### src/rtl/ibex_xif_pkg.sv
// ibex_xif_pkg: shared state and payload types for the XIF register-file write arbiter
package ibex_xif_pkg;
  localparam int unsigned RegAddrW = 5;
  localparam int unsigned MaxDataW = 64;
  typedef enum logic [1:0] {ARB_IDLE, ARB_HOLD, ARB_FORCE} rf_arb_state_e;
  typedef struct packed {
    logic [RegAddrW-1:0] waddr;
    logic [MaxDataW-1:0] wdata;
  } rf_wr_t;
endpackage

### src/rtl/ibex_xif_rf_scoreboard.sv
// ibex_xif_rf_scoreboard: bitmap of registers awaiting an offloaded coprocessor write
module ibex_xif_rf_scoreboard
  import ibex_xif_pkg::*;
#(
  parameter int unsigned AddrW = 5
) (
  input  logic                clk,
  input  logic                rst_n,
  input  logic                set,
  input  logic [RegAddrW-1:0] set_addr,
  input  logic                clr_a,
  input  logic [RegAddrW-1:0] clr_a_addr,
  input  logic                clr_b,
  input  logic [RegAddrW-1:0] clr_b_addr,
  input  logic [RegAddrW-1:0] raddr_a,
  input  logic [RegAddrW-1:0] raddr_b,
  output logic                rdata_a,
  output logic                rdata_b,
  output logic [31:0]         bits
);
  localparam int unsigned N = 1 << AddrW;
  logic [N-1:0] sb;
  logic [N-1:0] set_mask, clr_mask;
  // addresses beyond the register file truncate to an empty mask
  function automatic logic [N-1:0] dec(input logic en, input logic [RegAddrW-1:0] a);
    return en ? N'(32'(1) << a) : '0;
  endfunction
  assign set_mask = dec(set & (set_addr != '0), set_addr);
  assign clr_mask = dec(clr_a, clr_a_addr) | dec(clr_b, clr_b_addr);
  always_ff @(posedge clk) begin
    if (!rst_n) sb <= '0;
    else sb <= (sb & ~clr_mask) | set_mask;
  end
  assign bits = 32'(sb);
  assign rdata_a = bits[raddr_a];
  assign rdata_b = bits[raddr_b];
endmodule

### src/rtl/ibex_xif_rf_wr_arbiter.sv
// ibex_xif_rf_wr_arbiter: shares RF write port W1 between core writeback and XIF results
// IBEX_XIF_RF_SCOREBOARD_EN adds the pending-write scoreboard and hazard error reporting.
module ibex_xif_rf_wr_arbiter
  import ibex_xif_pkg::*;
#(
  parameter bit          RV32E     = 1'b0,
  parameter int unsigned DataWidth = 32,
  parameter int unsigned MaxStall  = 4
) (
  input  logic                 clk_i,
  input  logic                 rst_ni,
  input  logic                 rf_we_wb_i,
  input  logic [4:0]           rf_waddr_wb_i,
  input  logic [DataWidth-1:0] rf_wdata_wb_i,
  output logic                 stall_wb_o,
  input  logic                 result_valid_i,
  output logic                 result_ready_o,
  input  logic                 result_we_i,
  input  logic [4:0]           result_rd_i,
  input  logic [DataWidth-1:0] result_data_i,
  input  logic                 issue_valid_i,
  input  logic                 issue_we_i,
  input  logic [4:0]           issue_rd_i,
  input  logic [4:0]           raddr_a_i,
  input  logic [4:0]           raddr_b_i,
  output logic                 pending_a_o,
  output logic                 pending_b_o,
  output logic                 we_a_o,
  output logic [4:0]           waddr_a_o,
  output logic [DataWidth-1:0] wdata_a_o,
  output logic                 err_o
);
  localparam int unsigned AddrW = RV32E ? 4 : 5;
  localparam int unsigned CntW  = $clog2(MaxStall + 1);
  rf_arb_state_e   state_q, state_d;
  rf_wr_t          buf_q;
  logic [CntW-1:0] wait_q, wait_d;
  logic            accept, in_range, load, drop, buf_wr;
  logic            unused_data;
  assign result_ready_o = rst_ni & ((state_q != ARB_HOLD) | ~rf_we_wb_i);
  assign accept   = result_valid_i & result_ready_o;
  assign in_range = {1'b0, result_rd_i} < 6'(1 << AddrW);
  assign load     = accept & result_we_i & (result_rd_i != '0) & in_range;
  assign drop     = accept & ~load;
  // the buffer never writes while reset is sampled, so a mid-HOLD reset discards it
  assign buf_wr     = rst_ni & ((state_q == ARB_FORCE) | ((state_q == ARB_HOLD) & ~rf_we_wb_i));
  assign stall_wb_o = rst_ni & (state_q == ARB_FORCE);
  assign we_a_o     = buf_wr | rf_we_wb_i;
  assign waddr_a_o  = buf_wr ? buf_q.waddr : rf_waddr_wb_i;
  assign wdata_a_o  = buf_wr ? buf_q.wdata[DataWidth-1:0] : rf_wdata_wb_i;
  assign unused_data = ^buf_q.wdata;
  always_comb begin
    state_d = load ? ARB_HOLD : ARB_IDLE;
    wait_d  = '0;
    if (state_q == ARB_HOLD && rf_we_wb_i) begin
      state_d = (wait_q == CntW'(MaxStall - 1)) ? ARB_FORCE : ARB_HOLD;
      wait_d  = wait_q + 1'b1;
    end
  end
  always_ff @(posedge clk_i) begin
    if (!rst_ni) begin
      state_q <= ARB_IDLE;
      buf_q   <= '0;
      wait_q  <= '0;
    end else begin
      state_q <= state_d;
      wait_q  <= wait_d;
      if (load) buf_q <= '{waddr: result_rd_i, wdata: MaxDataW'(result_data_i)};
    end
  end
`ifdef IBEX_XIF_RF_SCOREBOARD_EN
  logic [31:0] sb_bits;
  ibex_xif_rf_scoreboard #(.AddrW(AddrW)) u_sb (
    .clk       (clk_i),
    .rst_n     (rst_ni),
    .set       (issue_valid_i & issue_we_i),
    .set_addr  (issue_rd_i),
    .clr_a     (buf_wr),
    .clr_a_addr(buf_q.waddr),
    .clr_b     (drop),
    .clr_b_addr(result_rd_i),
    .raddr_a   (raddr_a_i),
    .raddr_b   (raddr_b_i),
    .rdata_a   (pending_a_o),
    .rdata_b   (pending_b_o),
    .bits      (sb_bits)
  );
  assign err_o = rst_ni & ((load & ~sb_bits[result_rd_i]) | (accept & ~in_range) |
                           (rf_we_wb_i & sb_bits[rf_waddr_wb_i]));
`else
  logic unused_issue;
  assign unused_issue = ^{issue_valid_i, issue_we_i, issue_rd_i, raddr_a_i, raddr_b_i, drop};
  assign pending_a_o = 1'b0;
  assign pending_b_o = 1'b0;
  assign err_o       = 1'b0;
`endif
endmodule

### config.mk
export PLATFORM = sky130hd
export DESIGN_NAME = ibex_xif_rf_wr_arbiter
export DESIGN_NICKNAME = d
export VERILOG_FILES = /design/src/rtl/ibex_xif_pkg.sv /design/src/rtl/ibex_xif_rf_scoreboard.sv /design/src/rtl/ibex_xif_rf_wr_arbiter.sv
export SDC_FILE = /design/constraint.sdc
export NUM_CORES = 1
export LEC_CHECK = 0
export ABC_AREA = 1
export ABC_CLOCK_PERIOD_IN_PS = 1220
export CAP_MARGIN = 0
export CORE_ASPECT_RATIO = 0.7
export CORE_MARGIN = 2
export CORE_UTILIZATION = 35
export CTS_BUF_LIST = sky130_fd_sc_hd__clkbuf_8
export DETAILED_ROUTE_END_ITERATION = 6
export HOLD_SLACK_MARGIN = 0.12
export PLACE_DENSITY = 0.85
export REMOVE_ABC_BUFFERS = 1
export SLEW_MARGIN = 30
export SYNTH_ARGS = -nofsm -noshare
export SYNTH_HDL_FRONTEND = slang
export SYNTH_SLANG_ARGS = --single-unit
### constraint.sdc
create_clock -name clk_i -period 1.22 [get_ports clk_i]
set_input_delay 0.183 -clock clk_i [delete_from_list [all_inputs] [get_ports clk_i]]
set_output_delay 0.183 -clock clk_i [all_outputs]
set_load 0.01 [all_outputs]
==> results of run 1 <==
## through the flow
| stage | cells | area [sq um] | util |
|---|---|---|---|
| floorplan | 374 | 2190 | - |
| global placement | 611 | 3770 | 0.595 |
| detailed placement | 611 | 3770 | 0.595 |
| CTS | 643 | 4270 | 0.674 |
| global route | 641 | 4450 | 0.703 |
| finish | 641 | 4450 | 0.703 |
## power groups by stage
stage / clock, mW / sequential (mW) / combinational, mW
after global routing: 0.935 / 1.50 / 1.04
after detailed placement: 0 / 1.50 / 0.843
after floorplan: 0 / 1.49 / 0.299
after global placement: 0 / 1.50 / 0.817
after CTS: 0.887 / 1.49 / 0.904
final: 0.869 / 1.50 / 0.961
## per-layer routing
metal  track usage  wire length [microns]
met2         0.421                   4210
met4        0.0586                     95
met5             0                      0
met1         0.250                   3360
met3        0.0511                    584
## registers in the layout, indices dropped and copies added (netlist names)
signal / flops
buf_q: 37
state_q: 2
wait_q: 3
## final cells by class
| type | instances | area [sq um] |
|---|---|---|
| inverters | 46 | 178 |
| multi-input cells | 286 | 1480 |
| clock inverters | 3 | 17.5 |
| repair buffers | 168 | 1750 |
| fillers | 499 | 1880 |
| flip-flops and latches | 42 | 843 |
| clock buffers | 5 | 68.8 |
| well taps | 91 | 114 |
## placed cells by master, fill, tap and decap left out, types with 12 or more instances in the layout
master	synthesis	routed
nand2_4	0	15
inv_1	44	42
nand2_2	0	44
buf_4	7	17
nand3_1	38	30
nor2_1	81	69
nor2_2	0	12
clkdlybuf4s50_1	0	76
buf_6	3	34
buf_2	12	22
nand2_1	155	96
dfxtp_1	42	40
## cells by family (layout without fill, tap and decap cells)
kind of cell | Yosys count | in the layout | share of synthesized area
AND/OR/NAND/NOR | 280 | 280 | 0.485
buffers and inverters | 70 | 222 | 0.140
flip-flops | 42 | 42 | 0.360
adder cells (fa/ha/maj) | 2 | 2 | 0.0107
other | 1 | 3 | 0.00161
AO/OA/AOI/OAI | 1 | 1 | 0.00268
## repair_timing
item / 4_1_cts / 5_1_grt
pin swaps: 62 / 29
setup endpoints to repair: 81 / 78
gates cloned: 9 / 0
setup buffers: 18 / 4
gates resized for setup: 263 / 60
## critical path, cell delays in order (launching register included)
cell     delay, ns
dfxtp_2       0.33
inv_2         0.05
nand4_1       0.15
nand2_4       0.14
buf_8         0.15
buf_8         0.14
nand2_2       0.04
nand2_1       0.07
buf_2         0.15
## worst paths after layout
check	start	endpoint	slack [ns]	cells past startpoint
setup reg to reg	state_q[1]	buf_q[23]	-0.44	11
hold / removal	wait_q[0]	wait_q[0]	0.44	1
hold reg to reg	wait_q[0]	wait_q[0]	0.44	1
setup / recovery	state_q[1]	waddr_a_o[1]	-0.47	8
==> results by group, run 1 <==
Run status
  – Status: finished with violations
  – Failing checks: setup timing

Global routing
  – First-pass GRT wire length: 12900 microns
  – Total track usage: 0.222
  – Largest net degree at the start of global routing: 24
  – GR Overflow Total: 0
  – Vias in the first global route: 2809
  – Initial antenna violation count: 0

Timing
  – Fin worst setup slack: -0.466 ns
  – Fmax: between 500 and 600 MHz
  – Final hold vios: 0
  – RSZ-0062 raised after global routing: yes
  – Setup TNS: -29.80 ns
  – Final Max Tran Viols: 0
  – Setup clock skew after layout: 0.00367 ns
  – Crit share post-route: 1.38
  – Final hold slack: between 0.4 and 0.5 ns
  – Tmin final: 1.69 ns
  – Final setup viols: 78

Logic synthesis
  – Syn Area/Cell: 5.89 sq um
  – Count of cell types in the netlist: 17
  – Synthesized flop and latch total: 42
  – Post-synth EDFFs: 0
  – Synthesized area: 2330 sq um
  – Yosys warns: 0
  – Post-synth top flop: dfxtp_1
  – Count leader, synth: nand2_1
  – Yosys top cell area share: 0.360
  – Cells after Synth: 396
  – Most frequent cells after synthesis: nand2_1, nor2_1, inv_1
  – Asr flop ratio synth: 0
  – Post-synth top area cell: dfxtp_1
  – Seq/Total Area, Yosys: 0.360
  – Top post-synthesis cells by area: dfxtp_1, nand2_1, nor2_1, nand3_1, inv_1

Clock network
  – Clock latency on the worst-skew pair: about 0.29 ns
  – CTS buffer count: 5
  – TritonCTS Sinks: 42
  – CTS tree: built
  – CTS Buffer Depth: 2
  – Post-CTS Hold Fix Bufs: 0
  – CTS root buf: clkbuf_8
  – CTS clk-pin slew, worst paths: 0.08 ns
  – H-tree Lvls: 2

Power and ir drop
  – Max VDD drop: 0.000464 V
  – Leakage power: 2.34 nW
  – Sequential group share of total power: 0.450
  – Sw Share: 0.280
  – Switching power of the nets: approximately 930 uW
  – Clk network pwr share: 0.261
  – Power Density: 747 nW/um^2
  – Pint: 2.39 mW
  – Comb power frac: 0.289
  – Pwr Total: 3.32 mW

Finish
  – Area delta synth->final: 90.8%
  – Share of layout cells above drive strength 1: 0.340
  – Net count, final: 647
  – ANT cells: 0

Critical path
  – Req. time, crit path: 1.04 ns
  – Critical path data arrival time: around 1.5 ns
  – CP startpoint kind: register
  – Max Fanout on Critical Path: 5
  – Setup crit end kind: primary output
  – Critical path class: register to primary output

Drt
  – Via total after detailed routing: 2939
  – 1st-pass router iterations: 4
  – Violation count after the first detailed-routing iteration: 151
  – Via density: approximately 4.6
  – WL/cell: 12.9 microns
  – Post-route DRC: 0
  – ANT nets after route: 0
  – Final WL: 8250 microns

Die
  – Initial Util: 0.368
  – Cell Rows: 24
  – Die height: 72.3 microns
  – DIE AREA: 7350 sq um
  – Core region area: 6340 sq um
  – Ports: ~140
  – Die W: 102 microns

Placement
  – Port Buffers: 118
  – Pre-CTS WS: -1.03 ns
  – RePlAce Congestion: 0.875
  – Dpl hpwl: 5480 microns

Worst hold path
  – HP Class: register to register

Run
  – Max-cap violations: 0
No activity file was read; power rests on OpenSTA's default activity.
==> inputs of run 2 (changes only) <==
CTS_CLUSTER_DIAMETER = 120   (was default)
SKIP_LAST_GASP = 1   (was default)
==> run 2 against run 1 <==
Effect of this change: the flow still finishes with violations (setup timing); sequential share of layout area increased by 0.24 points; highest routed layer unchanged; flip-flop and latch count unchanged; clock-buffer cell count unchanged.
==> results by group, run 2 (synthesis gave the netlist of run 1 again) <==
Finish
  – Max FFs per register: 37
  – Fin cells: 641
  – Biggest register: buf_q
  – Share of layout cells above drive strength 1: 0.329
  – ANT cells: 0
  – Top flop regs: buf_q x37, wait_q x3, state_q x2
  – Most frequent cells in the layout: nand2_1, clkdlybuf4s50_1, nor2_1
  – Area delta synth->final: 88.4%
  – Commonest non-fill, non-tap cell in the layout: nand2_1
  – Net count, final: 647

Global routing
  – Total track usage: 0.223
  – First-pass GRT wire length: 12900 microns
  – GR Overflow Total: 0
  – Largest net degree at the start of global routing: 24
  – Vias in the first global route: 2813
  – Initial antenna violation count: 0

Timing
  – RSZ-0062 raised after global routing: yes
  – Setup clock skew after layout: approximately 0.0038 ns
  – Final hold vios: 0
  – Final setup viols: 78
  – Final Max Tran Viols: 0
  – Crit share post-route: 1.38
  – Setup TNS: -30.56 ns
  – Tmin final: around 1.7 ns
  – Fin worst setup slack: -0.465 ns
  – Fmax: 593 MHz

Worst hold path
  – Hold path depth: 1
  – Min-delay src: wait_q[0]
  – HP Class: register to register
  – Hold worst-path end: wait_q[0]

Die
  – Die W: 102 microns
  – DIE AREA: 7350 sq um
  – Core region area: 6340 sq um
  – Cell Rows: 24
  – Die height: between 70 and 80 microns
  – Initial Util: 0.368
  – Ports: roughly 140

Drt
  – Final WL: 8290 microns
  – Post-route DRC: 0
  – Violation count after the first detailed-routing iteration: between 100 and 150
  – Via density: 4.54
  – ANT nets after route: 0
  – WL/cell: 12.9 microns
  – Via total after detailed routing: around 2900
  – 1st-pass router iterations: 4

Critical path
  – R2R depth: 11
  – Req. time, crit path: 1.04 ns
  – Setup crit end kind: primary output
  – Crit Reg-Reg Startpoint: state_q[1]
  – Max Fanout on Critical Path: 5
  – FF-to-FF setup slack: -0.45 ns
  – R2r endpoint: buf_q[21]
  – Critical path data arrival time: about 1.5 ns
  – Critical path class: register to primary output
  – CP startpoint kind: register

Placement
  – RePlAce Congestion: 0.875
  – Dpl hpwl: 5480 microns
  – Port Buffers: 118
  – Post-Place Cells: 611
  – Pre-CTS WS: -1.03 ns

Clock network
  – Clock latency on the worst-skew pair: roughly 0.29 ns
  – H-tree Lvls: 2
  – CTS tree: built
  – CTS clk-pin slew, worst paths: roughly 0.08 ns
  – CTS root buf: clkbuf_8
  – TritonCTS Sinks: 42
  – CTS Buffer Depth: 2
  – CTS buffer count: 5

Power and ir drop
  – Max VDD drop: 0.000460 V
  – Power Density: 750 nW/um^2
  – Leakage power: around 2.3 nW

Run
  – Max-cap violations: 0

Run status
  – Failing checks: setup timing
  – Status: finished with violations
## run 2: power breakdown
| group | switching [mW] | internal, mW | leakage (nW) | total (mW) |
|---|---|---|---|---|
| clock network | 0.468 | 0.396 | 0.0493 | 0.863 |
| registers | 0.0569 | 1.44 | 0.344 | 1.49 |
| logic | 0.397 | 0.546 | 1.94 | 0.942 |
| total | 0.921 | 2.38 | 2.33 | 3.30 |
## run 2: through the flow
| stage | hold slack, ns | power [mW] | util | cell area [sq um] |
|---|---|---|---|---|
| 3_3_place_gp | 0.405 | 2.32 | 0.595 | 3770 |
| 6_report | 0.436 | 3.30 | 0.694 | 4400 |
| 4_1_cts | 0.435 | 3.27 | 0.671 | 4250 |
| 3_5_place_dp | 0.423 | 2.35 | 0.595 | 3770 |
| 2_1_floorplan | 0.304 | 1.79 | - | 2190 |
| 5_1_grt | 0.449 | 3.46 | 0.694 | 4400 |
## run 2: routing by layer
layer | vias up | wire, microns | track usage
met2 | 97 | 4280 | 0.423
met4 | 0 | 51 | 0.0586
met3 | 4 | 570 | 0.0520
met5 | - | 0 | 0
met1 | 1326 | 3390 | 0.250
li1 | 1483 | - | -
## run 2: worst max-delay path by stage
stage / start / cells after the start / slack (ns) / to
after detailed placement: rst_ni / 9 / -1.03 / wdata_a_o[8]
after global routing: state_q[1] / 11 / -0.55 / buf_q[23]
after global placement: rst_ni / 9 / -0.92 / wdata_a_o[13]
after CTS: state_q[1] / 9 / -0.49 / wdata_a_o[11]
final: state_q[1] / 9 / -0.47 / waddr_a_o[0]
after floorplan: state_q[0] / 6 / -0.65 / waddr_a_o[0]
## run 2: timing repair
item	in CTS	in global routing
resized for setup	259	55
gates cloned	9	0
pin swaps	62	29
endpoints found under the setup margin	81	78
hold buffers	0	0
setup buffers	18	6
## run 2: layout make-up
class                           count  area (sq um)
Clock inverter                      3          17.5
Fill cell                         506          1940
Multi-Input combinational cell    286          1470
Clock buffer                        5          68.8
Tap cell                           91           114
Sequential cell                    42           843
Inverter                           46           175
Timing Repair Buffer              168          1710
## run 2: worst max-delay path: stages, from the launching register on
cell and delay [ns]:
dfxtp_2 0.33, inv_2 0.05, nand4_1 0.15, nand2_4 0.14, buf_6 0.12, buf_6 0.12
buf_12 0.10, nand2_2 0.04, nand2_1 0.04, buf_2 0.12
==> inputs of run 3 (changes only) <==
TNS_END_PERCENT = 10   (was default)
==> run 3 against run 2 <==
Effect of this change: the run still ends with setup timing left; clock-buffer cell count did not move; clock skew rose by 0.0027 ns; utilization decreased by 7.7 points; hold slack worse by 0.0028 ns.
==> results by group, run 3 (synthesis gave the netlist of run 1 again) <==
Run status
  – Status: finished with violations
  – Failing checks: setup timing

Run
  – Max-cap violations: 0

Power and ir drop
  – Max VDD drop: 0.000454 V
  – Leakage power: 2.05 nW
  – Power Density: ~800 nW/um^2

Drt
  – 1st-pass router iterations: 4
  – Post-route DRC: 0
  – Via density: 4.40
  – ANT nets after route: 0
  – Final WL: between 7000 and 8000 microns
  – WL/cell: between 10 and 15 microns
  – Via total after detailed routing: 2760
  – Violation count after the first detailed-routing iteration: 139

Critical path
  – Setup crit end kind: primary output
  – FF-to-FF setup slack: -0.37 ns
  – Critical path data arrival time: 1.46 ns
  – Crit Reg-Reg Startpoint: state_q[1]
  – R2R depth: 11
  – CP startpoint kind: register
  – Crit path largest cell delay: 0.33 ns
  – R2r endpoint: buf_q[7]
  – Worst Path Buf+Inv: 4
  – CP max stage cell: dfxtp_2
  – Req. time, crit path: 1.04 ns
  – Critical path class: register to primary output
  – Crit-path cells: inv_2 > nand4_1 > nand2_4 > buf_8 > buf_6 > nand2_1 > nand2_1 > buf_2
  – CP most frequent cell: nand2_1
  – Largest delay share family, worst path: buffers and inverters
  – Max Fanout on Critical Path: 5

Finish
  – Max FFs per register: 37
  – Area delta synth->final: 67.6%
  – ANT cells: 0
  – Most frequent cells in the layout: nand2_1, nor2_1, clkdlybuf4s50_1
  – Share of layout cells above drive strength 1: 0.220
  – Commonest non-fill, non-tap cell in the layout: nand2_1
  – Top flop regs: buf_q x37, wait_q x3, state_q x2
  – Biggest register: buf_q
  – Fin cells: 627
  – Net count, final: 633

Clock network
  – CTS buffer count: 5
  – CTS Buffer Depth: 2
  – CTS clk-pin slew, worst paths: around 0.080 ns
  – CTS root buf: clkbuf_8
  – Post-CTS Hold Fix Bufs: 0
  – CTS tree: built
  – TritonCTS Sinks: 42
  – Clock latency on the worst-skew pair: 0.28 ns
  – H-tree Lvls: 2

Timing
  – Crit share post-route: 1.34
  – Final hold vios: 0
  – Fin worst setup slack: -0.418 ns
  – Tmin final: 1.64 ns
  – Fmax: 610 MHz
  – RSZ-0062 raised after global routing: yes
  – Final Max Tran Viols: 0
  – Setup clock skew after layout: 0.00649 ns
  – Final setup viols: 78

Die
  – Ports: 139
  – Initial Util: 0.368
  – Die height: 72.3 microns
  – DIE AREA: 7350 sq um
  – Die W: 102 microns
  – Core region area: 6340 sq um
  – Cell Rows: 24

Placement
  – Port Buffers: 118
  – RePlAce Congestion: 0.875
  – Dpl hpwl: 5480 microns
  – Pre-CTS WS: -1.03 ns
  – Post-Place Cells: between 600 and 700

Global routing
  – Total track usage: 0.195
  – First-pass GRT wire length: 11400 microns
  – GR Overflow Total: 0
  – Vias in the first global route: 2554
  – Largest net degree at the start of global routing: 24
  – Initial antenna violation count: 0

Worst hold path
  – Min-delay src: wait_q[0]
  – Hold path depth: 1
  – HP Class: register to register
  – Hold worst-path end: wait_q[0]
## run 3: worst max-delay path by stage
stage,startpoint,end,slack (ns),cells past startpoint
floorplan,state_q[0],waddr_a_o[0],-0.65,6
global placement,rst_ni,wdata_a_o[13],-0.92,9
detailed placement,rst_ni,wdata_a_o[8],-1.03,9
CTS,state_q[1],wdata_a_o[11],-0.49,9
global route,state_q[1],wdata_a_o[30],-0.50,8
finish,state_q[1],waddr_a_o[1],-0.42,8
## run 3: worst reg2reg max path: stages (launching register included)
cell and delay [ns]:
dfxtp_2 0.34, inv_2 0.04, buf_4 0.12, buf_4 0.13, nand3_1 0.10, nand2_1 0.09, buf_4 0.15, nor2_4 0.14
buf_12 0.18, nand3_1 0.08, nand2_1 0.08, nor2_1 0.05
## run 3: where the power goes
| part | total (mW) | switching, mW | internal (mW) |
|---|---|---|---|
| Sequential | 1.48 | 0.0443 | 1.44 |
| Combinational | 0.801 | 0.342 | 0.459 |
| Clock | 0.852 | 0.457 | 0.395 |
| Total | 3.13 | 0.843 | 2.29 |
## run 3: metal layers
metal / global-route usage / vias to the layer above / routed length (microns)
met2: 0.367 / 98 / 3610
met1: 0.224 / 1209 / 2890
met3: 0.0462 / 4 / 552
met4: 0.0435 / 0 / 52
li1: - / 1449 / -
met5: 0 / - / 0
## run 3: per-stage QoR
| step | power, mW | util | TNS [ns] | area, sq um | hold slack (ns) |
|---|---|---|---|---|---|
| 2_1_floorplan | 1.79 | - | -27.82 | 2190 | 0.304 |
| 5_1_grt | 3.31 | 0.617 | -35.71 | 3910 | 0.449 |
| 3_5_place_dp | 2.35 | 0.595 | -65.66 | 3770 | 0.423 |
| 4_1_cts | 3.18 | 0.625 | -29.05 | 3960 | 0.435 |
| 6_report | 3.13 | 0.617 | -27.14 | 3910 | 0.433 |
| 3_3_place_gp | 2.32 | 0.595 | -59.75 | 3770 | 0.405 |
## run 3: what timing repair did
| action | CTS | global route |
|---|---|---|
| resized for setup | 168 | 42 |
| endpoints found under the hold margin | 0 | 0 |
| endpoints found under the setup margin | 81 | 78 |
| gates cloned | 3 | 0 |
| pin swaps | 12 | 13 |
| buffers inserted | 5 | 1 |
## run 3: layout make-up
class / instances / area, sq um
fill: 589 / 2420
inverter: 46 / 175
sequential: 42 / 843
clock inverter: 3 / 17.5
multi-input combinational: 286 / 1280
tap: 91 / 114
clock buffer: 5 / 68.8
timing repair buffer: 154 / 1410
